===== config.mk =====
export PLATFORM = sky130hd
export DESIGN_NAME = pp_mult_scheduler
export DESIGN_NICKNAME = d
export VERILOG_FILES = /design/src/rtl/mult_pkg.sv /design/src/rtl/ANDoperator.sv /design/src/rtl/rr_arbiter.sv /design/src/rtl/pp_mult_scheduler.sv
export SDC_FILE = /design/constraint.sdc
export NUM_CORES = 1
export LEC_CHECK = 0
export CORE_ASPECT_RATIO = 0.8
export CORE_MARGIN = 8
export CORE_UTILIZATION = 50
export DETAILED_ROUTE_END_ITERATION = 8
export HOLD_SLACK_MARGIN = 0.03
export PLACE_DENSITY = 0.74
export SYNTH_ARGS = -nofsm -noshare
export SYNTH_HDL_FRONTEND = slang
export SYNTH_SLANG_ARGS = --single-unit

===== constraint.sdc =====
create_clock -name clk -period 4.2 [get_ports clk]
set_input_delay 0.84 -clock clk [delete_from_list [all_inputs] [get_ports clk]]
set_output_delay 0.84 -clock clk [all_outputs]
set_load 0.005 [all_outputs]

===== src/rtl/mult_pkg.sv =====
// Shared types and widths for the partial-product multiplier scheduler.
package mult_pkg;

    localparam int OP_W   = 8;
    localparam int PP_W   = 64;
    localparam int PROD_W = 16;

    typedef enum logic [1:0] {
        S_IDLE,
        S_RUN,
        S_DONE
    } mult_state_t;

endpackage


===== src/rtl/ANDoperator.sv =====
// 8x8 partial-product array: bit 8*j+i is A[i] & B[j], so row j is A gated by B[j].
module ANDoperator (
    input  logic [7:0]  A,
    input  logic [7:0]  B,
    output logic [63:0] Out
);

    for (genvar j = 0; j < 8; j++) begin : g_row
        for (genvar i = 0; i < 8; i++) begin : g_col
            assign Out[8*j+i] = A[i] & B[j];
        end
    end

endmodule


===== src/rtl/rr_arbiter.sv =====
// Combinational round-robin arbiter: first asserted request at or after ptr, wrapping.
module rr_arbiter #(
    parameter int NREQ = 2,
    parameter int IDW  = 1
) (
    input  logic [NREQ-1:0] req,
    input  logic [IDW-1:0]  ptr,
    output logic [NREQ-1:0] grant,
    output logic [IDW-1:0]  idx,
    output logic            any
);

    logic [IDW-1:0] cand;

    always_comb begin
        grant = '0;
        idx   = '0;
        any   = 1'b0;
        cand  = '0;
        for (int off = 0; off < NREQ; off++) begin
            cand = IDW'((int'(ptr) + off) % NREQ);
            if (!any && req[cand]) begin
                any         = 1'b1;
                idx         = cand;
                grant[cand] = 1'b1;
            end
        end
    end

endmodule


===== src/rtl/pp_mult_scheduler.sv =====
// Round-robin scheduled sequential 8x8 multiplier that sums partial-product rows
// of a latched operand pair and returns the product tagged with the requester id.
//
//  state  | meaning
//  S_IDLE | arbitrate requesters, latch granted operands on handshake
//  S_RUN  | add ROWS_PER_CYC shifted partial-product rows per cycle
//  S_DONE | hold product/id with res_valid until res_ready
module pp_mult_scheduler
    import mult_pkg::*;
#(
    parameter  int NREQ         = 2,
    parameter  int ROWS_PER_CYC = 1,
    localparam int IDW          = (NREQ > 1) ? $clog2(NREQ) : 1
) (
    input  logic                 clk,
    input  logic                 rst,
    input  logic [NREQ-1:0]      req_valid,
    output logic [NREQ-1:0]      req_ready,
    input  logic [NREQ*OP_W-1:0] req_a,
    input  logic [NREQ*OP_W-1:0] req_b,
    output logic                 res_valid,
    input  logic                 res_ready,
    output logic [PROD_W-1:0]    res_product,
    output logic [IDW-1:0]       res_id,
    output logic                 busy
);

    mult_state_t       state, state_nxt;
    logic [OP_W-1:0]   a_q, b_q;
    logic [IDW-1:0]    id_q, rr_ptr, ptr_nxt, gnt_idx;
    logic [NREQ-1:0]   gnt;
    logic              gnt_any, accept, last;
    logic [PROD_W-1:0] acc, acc_nxt, step_sum;
    logic [3:0]        row, row_nxt, rk;
    logic [PP_W-1:0]   pp;
    logic [OP_W-1:0]   pp_row [8];
    logic [OP_W-1:0]   op_a [NREQ];
    logic [OP_W-1:0]   op_b [NREQ];

    for (genvar i = 0; i < NREQ; i++) begin : g_ops
        assign op_a[i] = req_a[OP_W*i +: OP_W];
        assign op_b[i] = req_b[OP_W*i +: OP_W];
    end

    for (genvar j = 0; j < 8; j++) begin : g_rows
        assign pp_row[j] = pp[OP_W*j +: OP_W];
    end

    rr_arbiter #(
        .NREQ (NREQ),
        .IDW  (IDW)
    ) u_arb (
        .req   (req_valid),
        .ptr   (rr_ptr),
        .grant (gnt),
        .idx   (gnt_idx),
        .any   (gnt_any)
    );

    ANDoperator u_pp (
        .A   (a_q),
        .B   (b_q),
        .Out (pp)
    );

    // Ready is masked during reset so no requester sees an accept that is then discarded.
    assign req_ready = (state == S_IDLE && !rst) ? gnt : '0;
    assign accept    = (state == S_IDLE) && gnt_any;
    assign ptr_nxt   = (gnt_idx == IDW'(NREQ - 1)) ? '0 : gnt_idx + IDW'(1);
    assign res_valid = (state == S_DONE);
    assign busy      = (state != S_IDLE);

    always_comb begin
        step_sum = '0;
        rk       = row;
        for (int k = 0; k < ROWS_PER_CYC; k++) begin
            rk       = row + 4'(k);
            step_sum = step_sum + ({8'b0, pp_row[rk[2:0]]} << rk);
        end
    end

    assign acc_nxt = acc + step_sum;
    assign row_nxt = row + 4'(ROWS_PER_CYC);
    assign last    = (state == S_RUN) && (row_nxt == 4'd8);

    always_comb begin
        state_nxt = state;
        case (state)
            S_IDLE:  if (accept) state_nxt = S_RUN;
            S_RUN:   if (last) state_nxt = S_DONE;
            S_DONE:  if (res_ready) state_nxt = S_IDLE;
            default: state_nxt = S_IDLE;
        endcase
    end

    always_ff @(posedge clk) begin
        if (rst) begin
            state       <= S_IDLE;
            rr_ptr      <= '0;
            acc         <= '0;
            row         <= '0;
            a_q         <= '0;
            b_q         <= '0;
            id_q        <= '0;
            res_product <= '0;
            res_id      <= '0;
        end else begin
            state <= state_nxt;
            case (state)
                S_IDLE: begin
                    if (accept) begin
                        a_q    <= op_a[gnt_idx];
                        b_q    <= op_b[gnt_idx];
                        id_q   <= gnt_idx;
                        acc    <= '0;
                        row    <= '0;
                        rr_ptr <= ptr_nxt;
                    end
                end
                S_RUN: begin
                    acc <= acc_nxt;
                    row <= row_nxt;
                    if (last) begin
                        res_product <= acc_nxt;
                        res_id      <= id_q;
                    end
                end
                default: ;
            endcase
        end
    end

endmodule

==> summary.log <==
[pwr] combinational power share 0.125
[yosys] Synth Instances 425
[global_route] initial antenna violation count 0
[timing] RSZ-0062 raised after global routing false
[die] die outline area 9880 um2
[global_route] global-route wire length before repair 15800 um
[die] ports placed on the boundary 58
[die] die outline height 90.5 um
[yosys] Post-Synthesis Cell Area 3470 um2
[worst_setup_path] worst-path cell chain mux2i_1 > o22ai_1 > nor2_2 > o2bb2ai_1 > mux2i_1 > o22ai_1 > ha_1 > nand2_1 > a211oi_2 > a211o_1 > o2111ai_1 > a21o_1 > a311oi_2
[routing] drt pass-1 iters 5
[clocking] clk sinks 57
[timing] count of pins over their slew limit 0
[final_layout] leading cell type in the layout, fill and taps excluded sky130_fd_sc_hd__clkdlybuf4s50_1
[flow_run] max-cap viol count 0
[worst_setup_path] required time worst endpoint 4.45 ns
[global_route] GRT Resource Usage Total 0.197
[routing] total detailed-routing wirelength 9610 um
[timing] Fin Setup TNS 0 ns
[pwr] leakage component of the power 1.59 nW
[routing] vias after detailed routing 3454
[yosys] sequential-to-total area share from yosys stat 0.329
[worst_setup_path] cell with the biggest individual delay on the critical path sky130_fd_sc_hd__dfxtp_2
[final_layout] number of nets in the final layout 530
[clocking] clock latency at the later pin of the worst-skew pair 0.34 ns
[yosys] register bit count reported by yosys 57
[worst_setup_path] CP max FO 9
[timing] Period Utilization, post-route 0.904
[timing] final setup violation count 0
[pwr] Switching Fraction 0.249
[final_layout] Synth-to-Final Area Change 24.2%
[clocking] clock buffers created by TritonCTS 9
[hold_path] hold-critical path depth 2
[die] num rows 27
[routing] DRC violation count after routing 0
[hold_path] worst min path class flop to flop
[yosys] EDFF count, synth 0
[final_layout] final design area excluding fillers 4310 um2
[clocking] number of buffers on the longest clock path 2
[yosys] share of flip-flops with an asynchronous set or reset after synthesis 0
[place] detailed placer's ending HPWL 7010 um
[yosys] predominant post-synthesis flop cell sky130_fd_sc_hd__dfxtp_1
[worst_setup_path] startpoint-to-endpoint class of the critical path flop to flop
[global_route] pin count of the biggest net entering global routing 41
[clocking] clock edge transition at the registers on the reported setup and hold paths 0.06 ns
[clocking] clock tree from TritonCTS built
[global_route] global route total overflow 0
[worst_setup_path] critical path capture point type flop
[die] width of the die 109 um
[worst_setup_path] Worst setup SP type flop
[timing] minimum period implied by the final worst setup slack 3.80 ns
[final_layout] filler cell count 598
[clocking] Root Buffer Master sky130_fd_sc_hd__clkbuf_8
[run_status] result of the run completed
[yosys] number of warnings printed during yosys synthesis 0
[worst_setup_path] endpoint arrival time on the critical path 4.05 ns
[die] initial cell density of the core 0.511
[pwr] P_int 936 uW
[yosys] post-synth cell types 57
[clocking] CTS H-Tree Depth 3
[timing] slew margin rel. 0.269
[final_layout] number of antenna cells inserted 0
[routing] wire per inst 17.0 um
[global_route] vias in the first global route 3228
[pwr] sw power 310 uW
[pwr] portion of total power attributed to sequential cells 0.463
[place] count of buffers inserted at the top-level ports 57
[final_layout] commonest non-fill, non-tap cells in the layout sky130_fd_sc_hd__clkdlybuf4s50_1, sky130_fd_sc_hd__dfxtp_1, sky130_fd_sc_hd__nand2_1, sky130_fd_sc_hd__nor2_1, sky130_fd_sc_hd__a21oi_1
[pwr] Clk pwr share 0.412
[worst_setup_path] worst reg-to-reg path cell count 13
[timing] final setup skew 0.00500 ns
[die] Core ar. 6790 um2
[yosys] synthesized netlist net count 479
[routing] Detailed Route Iter0 Violations 338
[final_layout] ratio of cells with drive above 1 in the final layout 0.0917
[timing] measured slew at the worst slew-check pin 1.09 ns
[worst_setup_path] Max stage delay on crit path 0.49 ns
[pwr] Worst IR Drop VDD 0.200 mV
[pwr] power per standard cell area 289 nW/um2
[routing] mean number of vias per cell 6.09
[timing] final-report hold violation count 0
[place] placed cell area 4110 um2
[pwr] overall power 1.25 mW
[yosys] synthesized area per cell 8.17 um2
[place] gpl congestion 0.897
[routing] post-route antenna net violation count 0
[timing] Achievable Freq 263 MHz
-- critical path: cells and delay by family, from the launching register on --
kind                       cells  cell delay [ns]
and+or+nand+nor                2             0.43
AOI/OAI and AO/OA              8             1.78
adders and majority gates      1             0.43
DFF                            1             0.49
muxes                          2             0.58
-- power by group through the flow --
stage / logic [mW] / registers (mW) / clock network (mW)
global placement: 0.151 / 0.587 / 0
detailed placement: 0.153 / 0.587 / 0
CTS: 0.154 / 0.576 / 0.525
floorplan: 0.0950 / 0.578 / 0
global route: 0.169 / 0.579 / 0.548
finish: 0.155 / 0.577 / 0.513
-- worst paths after layout --
kind	from	to	slack (ns)
min	res_product[4]	res_product[4]	0.46
min reg2reg	res_product[4]	res_product[4]	0.46
max reg2reg	row[2]	res_product[15]	0.40
max	row[2]	res_product[15]	0.40
-- metrics by stage --
stage	setup WS (ns)	hold WS, ns	util	instances
3_3_place_gp	0.247	0.443	0.605	552
4_1_cts	0.147	0.455	0.634	567
5_1_grt	0.101	0.483	0.635	567
2_1_floorplan	0.815	0.432	-	425
3_5_place_dp	0.170	0.446	0.605	552
6_report	0.402	0.455	0.635	567
-- state kept, by name, indices dropped and copies added (netlist names) --
signal and flops:
rr_ptr 1, b_q 8, res_product 16, id_q 1, state 2, acc 16, a_q 8, row 4
res_id 1
-- cell usage after synthesis, types with 3 or more instances --
cell	n	area share
sky130_fd_sc_hd__o21bai_1	4	0.0087
sky130_fd_sc_hd__xnor2_1	6	0.015
sky130_fd_sc_hd__nand2b_1	5	0.0090
sky130_fd_sc_hd__and2_1	5	0.0090
sky130_fd_sc_hd__a211o_1	3	0.0076
sky130_fd_sc_hd__a222oi_1	9	0.026
sky130_fd_sc_hd__o2bb2ai_1	3	0.0076
sky130_fd_sc_hd__clkbuf_1	22	0.024
sky130_fd_sc_hd__mux4_1	3	0.023
sky130_fd_sc_hd__buf_2	3	0.0043
sky130_fd_sc_hd__o21ai_0	26	0.037
sky130_fd_sc_hd__nand4_1	7	0.013
sky130_fd_sc_hd__xor2_1	4	0.010
sky130_fd_sc_hd__nor2b_1	4	0.0072
sky130_fd_sc_hd__dfxtp_1	57	0.33
sky130_fd_sc_hd__nor4b_1	3	0.0076
sky130_fd_sc_hd__inv_1	9	0.0097
sky130_fd_sc_hd__or2_2	4	0.0072
sky130_fd_sc_hd__a211oi_1	5	0.011
sky130_fd_sc_hd__o21a_1	3	0.0065
sky130_fd_sc_hd__a21o_1	5	0.011
sky130_fd_sc_hd__nor3b_1	3	0.0065
sky130_fd_sc_hd__nand2_1	48	0.052
sky130_fd_sc_hd__mux2i_1	6	0.017
sky130_fd_sc_hd__a31oi_1	3	0.0054
sky130_fd_sc_hd__o311ai_0	3	0.0076
sky130_fd_sc_hd__nand3_1	23	0.033
sky130_fd_sc_hd__nor2_1	41	0.044
sky130_fd_sc_hd__a22oi_1	8	0.017
sky130_fd_sc_hd__or3_1	8	0.014
sky130_fd_sc_hd__o22ai_1	8	0.014
sky130_fd_sc_hd__nor3_1	5	0.0072
sky130_fd_sc_hd__o211ai_1	3	0.0065
sky130_fd_sc_hd__ha_1	16	0.058
sky130_fd_sc_hd__a21oi_1	33	0.048
-- metal layers --
metal / global-route usage / up-vias / wire length, um
li1: - / 1688 / -
met1: 0.273 / 1627 / 4440
met2: 0.292 / 126 / 4380
met3: 0.0478 / 13 / 672
met4: 0.0557 / 0 / 111
met5: 0 / - / 0
-- cell type report --
cell class	instances	area, um2	share of cell area
Tap cell	87	109	0.0252
Sequential cell	57	1140	0.265
Multi-Input combinational cell	331	2190	0.507
Timing Repair Buffer	67	641	0.149
Clock inverter	3	40.0	0.00929
Inverter	10	37.5	0.00871
Clock buffer	12	155	0.0360
-- cells by family after synthesis --
| family | Yosys count | share of synthesized area |
|---|---|---|
| AND/OR/NAND/NOR | 160 | 0.218 |
| XOR/XNOR | 10 | 0.0252 |
| adder cells (fa/ha/maj) | 17 | 0.0634 |
| buffers and inverters | 37 | 0.0433 |
| AO/OA/AOI/OAI | 130 | 0.257 |
| flip-flops | 57 | 0.329 |
| multiplexers | 14 | 0.0638 |
-- repair_timing --
action / in CTS / in global routing
setup endpoints to repair: 0 / 5
hold buffers: 0 / 0
resized for setup: 0 / 3
setup buffers: 0 / 0
Power figures use the tool's default switching activity.
